==> config.mk <==
export PLATFORM = sky130hd
export DESIGN_NAME = fuzz_bus_driver
export DESIGN_NICKNAME = d
export VERILOG_FILES = /design/src/rtl/fuzz_drv_pkg.sv /design/src/rtl/fuzz_drv_fifo.sv /design/src/rtl/fuzz_bus_driver.sv
export SDC_FILE = /design/constraint.sdc
export NUM_CORES = 1
export LEC_CHECK = 0
export ABC_AREA = 1
export CAP_MARGIN = 30
export CORE_MARGIN = 4
export CORE_UTILIZATION = 50
export DETAILED_ROUTE_END_ITERATION = 10
export GPL_TIMING_DRIVEN = 0
export MAX_ROUTING_LAYER = met4
export PLACE_DENSITY_LB_ADDON = 0.3
export SETUP_SLACK_MARGIN = 0.2
export SKIP_LAST_GASP = 1
export SLEW_MARGIN = 20
export SYNTH_ARGS = -nofsm -noshare
export SYNTH_HDL_FRONTEND = slang
export SYNTH_SLANG_ARGS = --single-unit
==> constraint.sdc <==
create_clock -name clk -period 6.1 [get_ports clk]
set_input_delay 0.61 -clock clk [delete_from_list [all_inputs] [get_ports clk]]
set_output_delay 0.61 -clock clk [all_outputs]
set_load 0.1 [all_outputs]
==> src/rtl/fuzz_drv_pkg.sv <==
// Shared types and helpers for the sha256 fuzz bus driver.
package fuzz_drv_pkg;

  localparam int unsigned REC_W      = 64;
  localparam int unsigned DATA_W     = 32;
  localparam int unsigned CMD_ADDR_W = 31;

  typedef enum logic [1:0] {
    IDLE,
    ISSUE,
    RESP
  } drv_state_e;

  typedef struct packed {
    logic                  is_read;
    logic [CMD_ADDR_W-1:0] addr;
    logic [DATA_W-1:0]     data;
  } cmd_t;

  // Fuzz records arrive little-endian per 32-bit field.
  function automatic logic [31:0] bswap32(input logic [31:0] x);
    return {x[7:0], x[15:8], x[23:16], x[31:24]};
  endfunction

endpackage

==> src/rtl/fuzz_drv_fifo.sv <==
// Synchronous command FIFO holding decoded bus commands; full/empty from
// extra-MSB wrapping pointers.
module fuzz_drv_fifo
  import fuzz_drv_pkg::*;
#(
  parameter int unsigned DEPTH = 4
) (
  input  logic clk,
  input  logic reset_n,
  input  logic push,
  input  cmd_t din,
  input  logic pop,
  output cmd_t dout,
  output logic full,
  output logic empty
);

  localparam int unsigned AW = $clog2(DEPTH);
  localparam int unsigned PW = AW + 1;

  cmd_t          mem [DEPTH];
  logic [PW-1:0] wr_ptr;
  logic [PW-1:0] rd_ptr;
  logic          do_push;
  logic          do_pop;

  assign full    = (wr_ptr[AW] != rd_ptr[AW]) && (wr_ptr[AW-1:0] == rd_ptr[AW-1:0]);
  assign empty   = (wr_ptr == rd_ptr);
  assign do_push = push && !full;
  assign do_pop  = pop && !empty;
  assign dout    = mem[rd_ptr[AW-1:0]];

  always_ff @(posedge clk) begin
    if (do_push) begin
      mem[wr_ptr[AW-1:0]] <= din;
    end
  end

  always_ff @(posedge clk or negedge reset_n) begin
    if (!reset_n) begin
      wr_ptr <= '0;
      rd_ptr <= '0;
    end else begin
      if (do_push) wr_ptr <= wr_ptr + PW'(1);
      if (do_pop)  rd_ptr <= rd_ptr + PW'(1);
    end
  end

endmodule

==> src/rtl/fuzz_bus_driver.sv <==
// Drives buffered fuzz records onto the sha256 cs/we register bus, one
// transaction per record, and returns one response per record.
// Build option: define FUZZ_DRV_ERRCNT_EN to add the err_count output.
module fuzz_bus_driver
  import fuzz_drv_pkg::*;
#(
  parameter int unsigned FIFO_DEPTH = 4,
  parameter int unsigned ADDR_W     = 8
) (
  input  logic              clk,
  input  logic              reset_n,
  input  logic              rec_valid,
  output logic              rec_ready,
  input  logic [REC_W-1:0]  rec_data,
  output logic              cs,
  output logic              we,
  output logic [ADDR_W-1:0] address,
  output logic [DATA_W-1:0] write_data,
  input  logic [DATA_W-1:0] read_data,
  input  logic              error,
  output logic              rsp_valid,
  input  logic              rsp_ready,
  output logic [DATA_W-1:0] rsp_data,
  output logic              rsp_err,
  output logic              rsp_is_read,
  output logic              busy
`ifdef FUZZ_DRV_ERRCNT_EN
  ,
  output logic [15:0]       err_count
`endif
);

  logic [31:0] addr_sw;
  logic [31:0] data_sw;
  cmd_t        cmd_in;
  cmd_t        fifo_dout;
  logic        fifo_full;
  logic        fifo_empty;
  logic        push;
  logic        pop;
  logic        unused_addr_hi;

  drv_state_e  state_q;
  drv_state_e  state_d;
  logic        is_read_q;
  logic        cs_d;
  logic        we_d;
  logic        capture_rsp;
  logic        rsp_clear;

  // Record decode: byte swap both fields, bit 31 of the address selects read.
  assign addr_sw = bswap32(rec_data[63:32]);
  assign data_sw = bswap32(rec_data[31:0]);

  always_comb begin
    cmd_in         = '0;
    cmd_in.is_read = addr_sw[31];
    cmd_in.addr    = addr_sw[30:0];
    cmd_in.data    = data_sw;
  end

  assign rec_ready = !fifo_full;
  assign push      = rec_valid && rec_ready;
  assign busy      = !fifo_empty || (state_q != IDLE);

  // Address bits above ADDR_W are carried but deliberately ignored.
  assign unused_addr_hi = ^fifo_dout.addr;

  fuzz_drv_fifo #(
    .DEPTH (FIFO_DEPTH)
  ) u_fifo (
    .clk     (clk),
    .reset_n (reset_n),
    .push    (push),
    .din     (cmd_in),
    .pop     (pop),
    .dout    (fifo_dout),
    .full    (fifo_full),
    .empty   (fifo_empty)
  );

  always_ff @(posedge clk or negedge reset_n) begin
    if (!reset_n) begin
      state_q <= IDLE;
    end else begin
      state_q <= state_d;
    end
  end

  always_comb begin
    state_d     = state_q;
    pop         = 1'b0;
    cs_d        = 1'b0;
    we_d        = 1'b0;
    capture_rsp = 1'b0;
    rsp_clear   = 1'b0;
    unique case (state_q)
      IDLE: begin
        if (!fifo_empty) begin
          state_d = ISSUE;
          pop     = 1'b1;
          cs_d    = 1'b1;
          we_d    = !fifo_dout.is_read;
        end
      end
      ISSUE: begin
        state_d     = RESP;
        capture_rsp = 1'b1;
      end
      RESP: begin
        if (rsp_ready) begin
          state_d   = IDLE;
          rsp_clear = 1'b1;
        end
      end
      default: state_d = IDLE;
    endcase
  end

  // Command register doubles as the bus address/data drivers.
  always_ff @(posedge clk or negedge reset_n) begin
    if (!reset_n) begin
      cs         <= 1'b0;
      we         <= 1'b0;
      address    <= '0;
      write_data <= '0;
      is_read_q  <= 1'b0;
    end else begin
      cs <= cs_d;
      we <= we_d;
      if (pop) begin
        address    <= fifo_dout.addr[ADDR_W-1:0];
        write_data <= fifo_dout.data;
        is_read_q  <= fifo_dout.is_read;
      end
    end
  end

  // Response is captured as the bus cycle ends and held until accepted.
  always_ff @(posedge clk or negedge reset_n) begin
    if (!reset_n) begin
      rsp_valid   <= 1'b0;
      rsp_data    <= '0;
      rsp_err     <= 1'b0;
      rsp_is_read <= 1'b0;
    end else begin
      if (capture_rsp) begin
        rsp_valid   <= 1'b1;
        rsp_data    <= is_read_q ? read_data : '0;
        rsp_err     <= error;
        rsp_is_read <= is_read_q;
      end else if (rsp_clear) begin
        rsp_valid <= 1'b0;
      end
    end
  end

`ifdef FUZZ_DRV_ERRCNT_EN
  // Saturating count of bus cycles that reported an error.
  always_ff @(posedge clk or negedge reset_n) begin
    if (!reset_n) begin
      err_count <= '0;
    end else if ((state_q == ISSUE) && error && (err_count != 16'hFFFF)) begin
      err_count <= err_count + 16'd1;
    end
  end
`endif

endmodule
==> impl_results.md, run 1 <==
- Reg2reg setup slack: 3.50 ns
- Drt wl/cell: 15.8 um
- CTS buffer count: 26
- Final Setup Violations: 0
- Worst Hold Class: flip-flop to flip-flop
- Routed vias/inst: 4.89
- #FFs+latches synth: 250
- P&R area growth vs syn: 28.3%
- Share of cells above drive strength 1: 0.0646
- Slowest CP cell: clkdlybuf4s50_1
- GRT Max-Usage Layer: met2
- Placement Rows: 52
- DRC Markers: 0
- Syn nets: 1149
- WHS Path Cells: 2
- Distinct cells, synth: 20
- Crit start category: flip-flop
- Routed vias: 7461
- Grt met3 use: 0.0412
- Final setup TNS: 0 ns
- Skew final: 0.0104 ns
- Status: finished clean
- Number of clock sinks: 250
- Tcrit/Tclk final: 0.629
- Post-DP HPWL: 15600 um
- Data arrival, critical path: 3.22 ns
- CP Max Fanout: 10
- Gate count after technology mapping: 1043
- Reg2Reg Depth: 8
- Largest net degree at the start of global routing: 49
- Port buffer count: 156
- Unrepaired setup endpoints after global routing: false
- Nets@finish: 1339
- Max clock buf depth: 3
- Seq/Total Area, Yosys: 0.681
- Min-Delay Startpoint: rsp_is_read
- Hold Fails Final Rpt: 0
- Global-route met2 utilization: 0.354
- Chip Width: 152 um
- Initial antenna violation count: 1
- Vias in the first global route: 7415
- RR Startpoint: u_fifo.rd_ptr[1]
- Post-Syn Area: 10400 um2
- GR Util met1: 0.263
- Worst skew pair latency: 0.52 ns
- Remaining antenna violation count: 0
- Master cell of the clock root buffer: clkbuf_16
- Rel. slew slack: 0.299
- Crit-path cells: nor2_2, clkbuf_1, nand4_1, clkdlybuf4s50_1
- CTS tree: built
- Required @ worst endpoint: 5.49 ns
- # Post-CTS Setup Buffers: 0
- Die Y: 152 um
- Worst path max stage delay: 1.03 ns
- Crit path time final: 3.83 ns
- FILL cells: 1584
- Top achievable clock speed: 0.261 GHz
- Detailed Routing Iterations Pass 1: 5
- Total GRT Usage: 0.212
- Total Die Area: 23100 um2
- First DRT Iteration DRCs: 444
- I/O Pins: 180
- Clk slew on worst S/H paths: 0.06 ns
- First-pass GRT wire length: 38300 um
- Initial Util: 0.510
- GP Congestion: 0.825
- Crit Path Class: flip-flop to output pin
- Worst slew pin tran: 1.05 ns
- Hold worst-path end: rsp_is_read
- Grt ovf: 0
- CORE AREA: 20400 um2
- CTS H-tree lvls: 1
- Ys Warns: 0
- CP Capture Type: output pin
- Mean post-synth cell area: 9.96 um2
- Final WL: 24200 um
- Final Max Tran Viols: 0
- Max cap viols: 0
- Worst r2r dst: u_fifo.mem[1][15]
## layer usage
metal	share of wire	routed length, um	vias up
li1	-	-	3660
met1	0.42	10100	3486
met2	0.49	11900	280
met3	0.071	1710	35
met4	0.016	380	0
met5	0	0	-
## cells by family after synthesis
group | synth area share
DFF | 0.681
adders and majority gates | 0.00602
AOI/OAI and AO/OA | 0.000964
and+or+nand+nor | 0.222
buffers and inverters | 0.0871
xor gates and xnor gates | 0.00241
## synth_stat cells (all sizes together)
cell,number,area (um2)
nand2,383,1440
inv,180,676
edfxtp,164,4920
nand3,164,833
dfrtp,86,2150
buf,27,143
clkbuf,23,86.3
nor2,6,25.0
ha,5,62.6
o21ai,2,10.0
nand4,1,6.26
xnor2,1,16.3
xor2,1,8.76
## worst max path at each step
stage / start / end / cells past startpoint
global route: state_q[1] / busy / 4
global placement: reset_n / write_data[19] / 1
floorplan: u_fifo.rd_ptr[1] / u_fifo.mem[0][0] / 7
detailed placement: state_q[1] / busy / 4
CTS: state_q[1] / busy / 4
finish: state_q[1] / busy / 4
## cell usage in the layout (no fill, tap or decap)
master / n
clkbuf_1: 29
o21ai_0: 2
bufinv_16: 3
inv_1: 176
buf_16: 2
clkbuf_16: 27
clkdlybuf4s50_1: 155
nand3_4: 1
ha_1: 5
buf_4: 3
clkinvlp_4: 3
nor2_4: 3
nand2_1: 381
buf_1: 5
nand3_1: 163
xor2_1: 1
xnor2_2: 1
diode_2: 2
buf_2: 18
clkinv_2: 4
nand2_2: 2
dfrtp_1: 86
nor2_2: 1
inv_8: 1
buf_12: 3
edfxtp_1: 164
inv_2: 4
nand4_1: 1
dlygate4sd3_1: 1
buf_6: 2
clkinv_1: 1
nor2_1: 2
clkbuf_8: 3
## critical path: cells and delay by family, from the launching register on
family	cells	cell delay, ns
buf+inv	2	1.55
flops	1	0.42
simple gates	2	0.74
## through the flow
step / cell area (um2) / cells / hold slack [ns] / utilization / setup slack (ns)
3_5_place_dp: 12400 / 1474 / 0.460 / 0.610 / 2.80
3_3_place_gp: 12300 / 1469 / 0.454 / 0.603 / 0.929
5_1_grt: 13300 / 1524 / 0.490 / 0.654 / 2.11
2_1_floorplan: 10400 / 1043 / 0.314 / - / 2.05
4_1_cts: 13300 / 1523 / 0.474 / 0.654 / 2.25
6_report: 13300 / 1525 / 0.471 / 0.654 / 2.27
## area by class of cell
cell class              count  area [um2]  area share
inverters                 180         676      0.0507
flip-flops and latches    250        7080       0.531
clock buffers              36         739      0.0555
diodes                      2        5.00    0.000376
well taps                 270         338      0.0253
repair buffers            162        1690       0.127
multi-input cells         563        2430       0.182
plain buffers              50         229      0.0172
clock inverters            12         148      0.0111
## flip-flops by register name, indices dropped and copies added, names as in the netlist, 2 cells and up
name / cells
write_data: 32
rsp_data: 32
u_fifo.rd_ptr: 3
address: 8
state_q: 2
u_fifo.mem: 164
u_fifo.wr_ptr: 3
## repair_timing
action / CTS / global route
hold buffers: 1 / 0
resized for setup: 0 / 0
hold endpoints to repair: 38 / 0
Power of run 1 is not shown: default switching activity piles up to over one toggle a cycle in this logic, so the estimate is an artifact.
==> run 2: changes to the inputs <==
Settings changed: CORE_UTILIZATION 50 to 48.
Clock period 6.1 ns to 3.3 ns, I/O delays scaled along.
==> run 2 against run 1 <==
Final area grew 0.54%; global-route usage shrank 0.22 points; via count grew 0.25%; wire length grew 0.95%; flip-flop and latch count is the same.
==> impl_results.md, run 2 (synthesized netlist as in run 1, its figures left out) <==
- Status: finished clean
- Reg2reg setup slack: 0.77 ns (-2.73 ns)
- Area of the multi-input gates: 2430 um2 (unchanged)
- Total Die Area: 24100 um2 (+3.9%)
- Share of cells above drive strength 1: 0.0645 (-0.000154)
- Most frequent cells in the layout: nand2_1 (381), inv_1 (176), edfxtp_1 (164)
- Initial antenna violation count: 2 (+1)
- # Post-CTS Setup Buffers: 0 (unchanged)
- Remaining antenna violation count: 0 (unchanged)
- CTS H-tree lvls: 1 (unchanged)
- Detailed Routing Iterations Pass 1: 4 (-1)
- Crit Path Class: flip-flop to output pin
- WHS: 0.252 ns (-0.220 ns)
- Final worst slack: 0.419 ns (-1.85 ns)
- CTS buffer count: 26 (unchanged)
- Post-route design area: 13400 um2 (+0.54%)
- Final Setup Violations: 0 (unchanged)
- Final WL: 24400 um (+0.95%)
- Rel. slew slack: 0.322 (+0.0224)
- Routed vias: 7480 (+0.25%)
- Grt ovf: 0 (unchanged)
- Initial Util: 0.491 (-0.0190)
- Max FFs per register: 164 (unchanged)
- Placed Area: 12500 um2 (+0.84%)
- Crit path time final: 2.88 ns
- Master cell of the clock root buffer: clkbuf_16
- I/O Pins: 180 (unchanged)
- Clk slew on worst S/H paths: 0.06 ns (about the same)
- First DRT Iteration DRCs: 612 (+38%)
- Post-DP HPWL: 15900 um (+1.9%)
- Tcrit/Tclk final: 0.873
- Final Max Tran Viols: 0 (unchanged)
- Chip Width: 155 um (+2.0%)
- Drt wl/cell: 15.9 um (+0.36%)
- Data arrival, critical path: 2.55 ns (-0.67 ns)
- FILL cells: 1663 (+5.0%)
- Max clock buf depth: 3 (unchanged)
- Port buffer count: 156 (unchanged)
- Unrepaired setup endpoints after global routing: false
- Slowest CP cell: dlygate4sd2_1
- Die Y: 155 um (+2.0%)
- Number of clock sinks: 250 (unchanged)
- CP Capture Type: output pin
- Skew final: 0.0232 ns (+0.0128 ns)
- Crit-path cells: nor2_2, clkbuf_2, nand4_1, dlygate4sd2_1
- Max cap viols: 0 (unchanged)
- CORE AREA: 21200 um2 (+3.9%)
- CP Max Fanout: 10 (unchanged)
- Setup Slack @ Placement: 0.390 ns (-2.41 ns)
- CTS tree: built
- Placement Rows: 53 (+1.9%)
- Required @ worst endpoint: 2.97 ns (-2.52 ns)
- Final Util: 0.633 (-0.0211)
- Sequential Area: 7080 um2 (unchanged)
- Vias in the first global route: 7797 (+5.2%)
- Routed vias/inst: 4.88 (-0.33%)
- Worst slew pin tran: 1.01 ns (-0.0335 ns)
- Worst skew pair latency: 0.53 ns (about the same)
- Worst path max stage delay: 0.63 ns (-0.40 ns)
- Hold Fails Final Rpt: 0 (unchanged)
- Nets@finish: 1342 (+0.22%)
- Top achievable clock speed: 0.347 GHz
- Leading cell type in the layout, fill and taps excluded: nand2_1
- Family with the most delay on the worst path: buffers and inverters
- Worst Hold Class: input pin to asynchronous set/reset pin
- DRC Markers: 0 (unchanged)
- First-pass GRT wire length: 39100 um (+2.2%)
- Buf/Inv on CP: 2 (unchanged)
- Crit start category: flip-flop
- P&R area growth vs syn: 29.0%
- Largest net degree at the start of global routing: 57 (+16%)
- GP Congestion: 0.812 (-1.6%)
- Total GRT Usage: 0.209 (-0.00224)
[run 2: timing repair]
item | 4_1_cts | 5_1_grt
endpoints found under the setup margin | 2 | 1
hold buffers | 1 | 0
hold endpoints to repair | 30 | 0
gates resized for setup | 2 | 2
[run 2: stage by stage]
stage | TNS [ns] | std cells
finish | 0 | 1534
detailed placement | 0 | 1482
floorplan | -16.33 | 1043
global route | 0 | 1533
global placement | -176.47 | 1474
CTS | 0 | 1531
[run 2: worst paths after layout]
check | start | depth (start not counted) | endpoint
max | state_q[1] | 4 | busy
min | reset_n | 2 | rsp_data[30]
max reg2reg | u_fifo.rd_ptr[1] | 9 | u_fifo.mem[1][14]
min reg2reg | write_data[12] | 2 | write_data[12]
max in group asynchronous | reset_n | 3 | write_data[13]
min in group clk | error | 3 | rsp_err
[run 2: per-layer routing]
| metal | vias up | track usage | share of wire |
|---|---|---|---|
| met5 | - | - | 0 |
| met1 | 3502 | 0.256 | 0.41 |
| met3 | 33 | 0.0437 | 0.078 |
| met4 | 0 | 0.0563 | 0.015 |
| met2 | 274 | 0.356 | 0.50 |
| li1 | 3671 | - | - |
[run 2: final cells by class]
cell class / count / share of cell area
diodes: 3 / 0.000560
plain buffers: 50 / 0.0172
clock buffers: 34 / 0.0531
clock inverters: 14 / 0.0106
inverters: 180 / 0.0504
multi-input cells: 563 / 0.181
flip-flops and latches: 250 / 0.528
well taps: 275 / 0.0257
repair buffers: 165 / 0.133
[run 2: worst reg2reg max path: stages, from the launching register on]
cell	delay [ns]
dfrtp_1	0.34
buf_2	0.22
inv_2	0.10
nand2_1	0.09
nand2_2	0.08
nand3_1	0.21
nand2_1	0.27
nor2_4	0.50
buf_16	0.24
buf_16	0.17
Power of run 2 is left out for the same reason.
==> run 3: changes to the inputs <==
Settings changed: CORE_UTILIZATION 48 to 35.
==> run 3 against run 2 <==
Global-route usage shrank 5.3 points; cell count increased by 7.1%; via count down 1.5%; clock skew shrank 0.010 ns; count of clock-buffer cells in the layout increased by 5; final area up 1.1%; non-clock buffer count grew 1; critical path depth increased by 2; fmax increased by 0.17%; register-to-register slack worse by 0.04 ns; critical endpoint is now rec_ready; largest cell class unchanged.
==> impl_results.md, run 3 (synthesized netlist as in run 1, its figures left out) <==
- Status: finished clean
- Most frequent cells in the layout: nand2_1 (381), inv_1 (176), edfxtp_1 (164)
- Chip Width: 180 um (+16%)
- First-pass GRT wire length: 39800 um (+1.8%)
- Final Max Tran Viols: 0 (unchanged)
- Drt wl/cell: 15.4 um (-3.3%)
- RR Startpoint: u_fifo.rd_ptr[1]
- Rel. slew slack: 0.322 (about the same)
- Worst skew pair latency: 0.53 ns (about the same)
- Crit Path Class: flip-flop to output pin
- Data arrival, critical path: 2.55 ns (about the same)
- Die Y: 180 um (+16%)
- Worst slew pin tran: 1.01 ns (-0.000347 ns)
- CTS H-tree lvls: 1 (unchanged)
- Placed Area: 12700 um2 (+1.3%)
- DR WL met3: 1450 um (-23%)
- Max clock buf depth: 3 (unchanged)
- Max cap viols: 0 (unchanged)
- Slowest CP cell: dlygate4sd2_1
- Placed cell count: 1592 (+7.4%)
- Master cell of the clock root buffer: clkbuf_16
- Setup Slack @ Placement: 0.579 ns (+0.188 ns)
- Reg2reg setup slack: 0.73 ns (-0.04 ns)
- Crit path time final: 2.88 ns (-0.00478 ns)
- Post-DP HPWL: 16700 um (+4.9%)
- CP Capture Type: output pin
- Grt ovf: 0 (unchanged)
- Top Layer Used: met4
- Initial antenna violation count: 0 (-2)
- Port buffer count: 156 (unchanged)
- Unrepaired setup endpoints after global routing: false
- Met2 wire len: 11700 um (-3.9%)
- CP Max Fanout: 8 (-2)
- Hold Fails Final Rpt: 0 (unchanged)
- Remaining antenna violation count: 0 (unchanged)
- Leading cell type in the layout, fill and taps excluded: nand2_1
- Tcrit/Tclk final: 0.872 (-0.00145)
- Required @ worst endpoint: 2.97 ns (about the same)
- Post-route design area: 13500 um2 (+1.1%)
- Total Die Area: 32500 um2 (+35%)
- Placement Rows: 62 (+17%)
- Final setup TNS: 0 ns (unchanged)
- Largest net degree at the start of global routing: 67 (+18%)
- CTS buffer count: 27 (+3.8%)
- Max FFs per register: 164 (unchanged)
- Clk slew on worst S/H paths: 0.06 ns (about the same)
- Initial Util: 0.358 (-0.133)
- I/O Pins: 180 (unchanged)
- Vias in the first global route: 7221 (-7.4%)
- Final WL: 25200 um (+3.6%)
- Skew final: 0.0133 ns (-0.00997 ns)
- Reg2Reg Depth: 9 (unchanged)
- CORE AREA: 29000 um2 (+37%)
- Routed vias/inst: 4.48 (-8.0%)
- Met1 Wirelength: 11600 um (+16%)
- Worst path max stage delay: 0.93 ns (+0.30 ns)
- Detailed Routing Iterations Pass 1: 5 (+1)
- Final Setup Violations: 0 (unchanged)
- CTS tree: built
- CP startpoint: u_fifo.rd_ptr[1]
- Post-Layout Cell Count: 1643 (+7.1%)
- # Post-CTS Setup Buffers: 0 (unchanged)
- Total GRT Usage: 0.157 (-0.0528)
- P&R area growth vs syn: 30.5%
- Nets@finish: 1344 (+0.15%)
- First DRT Iteration DRCs: 433 (-29%)
- Routed vias: 7368 (-1.5%)
- FILL cells: 2698 (+62%)
- DRC Markers: 0 (unchanged)
- Crit-path cells: buf_2, inv_2, nand2_1, nand2_2, nand3_1, dlygate4sd2_1
- Final worst slack: 0.423 ns (+0.00478 ns)
- Number of clock sinks: 250 (unchanged)
- Crit start category: flip-flop
- Worst Hold Class: input pin to asynchronous set/reset pin
- Share of cells above drive strength 1: 0.0684 (+0.00387)
- GP Congestion: 0.787 (-3.1%)
- Top achievable clock speed: 0.348 GHz (+0.17%)
-- run 3: changes by cell type in the layout (fill, tap and decap cells not counted), moves of 2 or more --
cell,change
clkbuf_1,+2
bufinv_16,-2
clkbuf_8,+3
diode_2,-2
clkinv_1,-5
clkinv_2,+3
-- run 3: final cells by class --
cell class	instances	area [um2]	share of cell area
Inverter	180	676	0.0499
Clock buffer	39	761	0.0561
Tap cell	384	480	0.0355
Sequential cell	250	7080	0.522
Multi-Input combinational cell	563	2430	0.180
Antenna cell	1	2.50	0.000185
Timing Repair Buffer	166	1810	0.134
Clock inverter	10	78.8	0.00582
Buffer	50	230	0.0170
-- run 3: repair_timing --
item                       in CTS  in global routing
hold buffers                    1                  0
cloned                          0                  0
hold endpoints to repair       86                  0
setup endpoints to repair       2                  1
gates resized for setup         2                  1
-- run 3: critical path: cells and delay by family (launching register included) --
kind,cells,cell delay (ns)
buffers and inverters,3,1.29
DFF,1,0.34
and+or+nand+nor,3,0.39
-- run 3: final timing paths --
check | end
min in group clk | rsp_err
max in group asynchronous | write_data[1]
worst min-delay path | rsp_data[24]
worst max register to register | u_fifo.mem[0][13]
worst min register to register | write_data[29]
worst max-delay path | rec_ready
-- run 3: metrics by stage --
step | hold slack (ns) | util
after floorplan | 0.0344 | -
after global placement | 0.456 | 0.429
after detailed placement | 0.186 | 0.437
after CTS | 0.203 | 0.467
after global routing | 0.216 | 0.467
final | 0.219 | 0.467
-- run 3: metal layers --
| layer | vias up | global-route usage |
|---|---|---|
| met3 | 36 | 0.0295 |
| met4 | 0 | 0.0384 |
| li1 | 3672 | - |
| met5 | - | - |
| met2 | 219 | 0.250 |
| met1 | 3441 | 0.209 |
Power of run 3 is left out for the same reason.
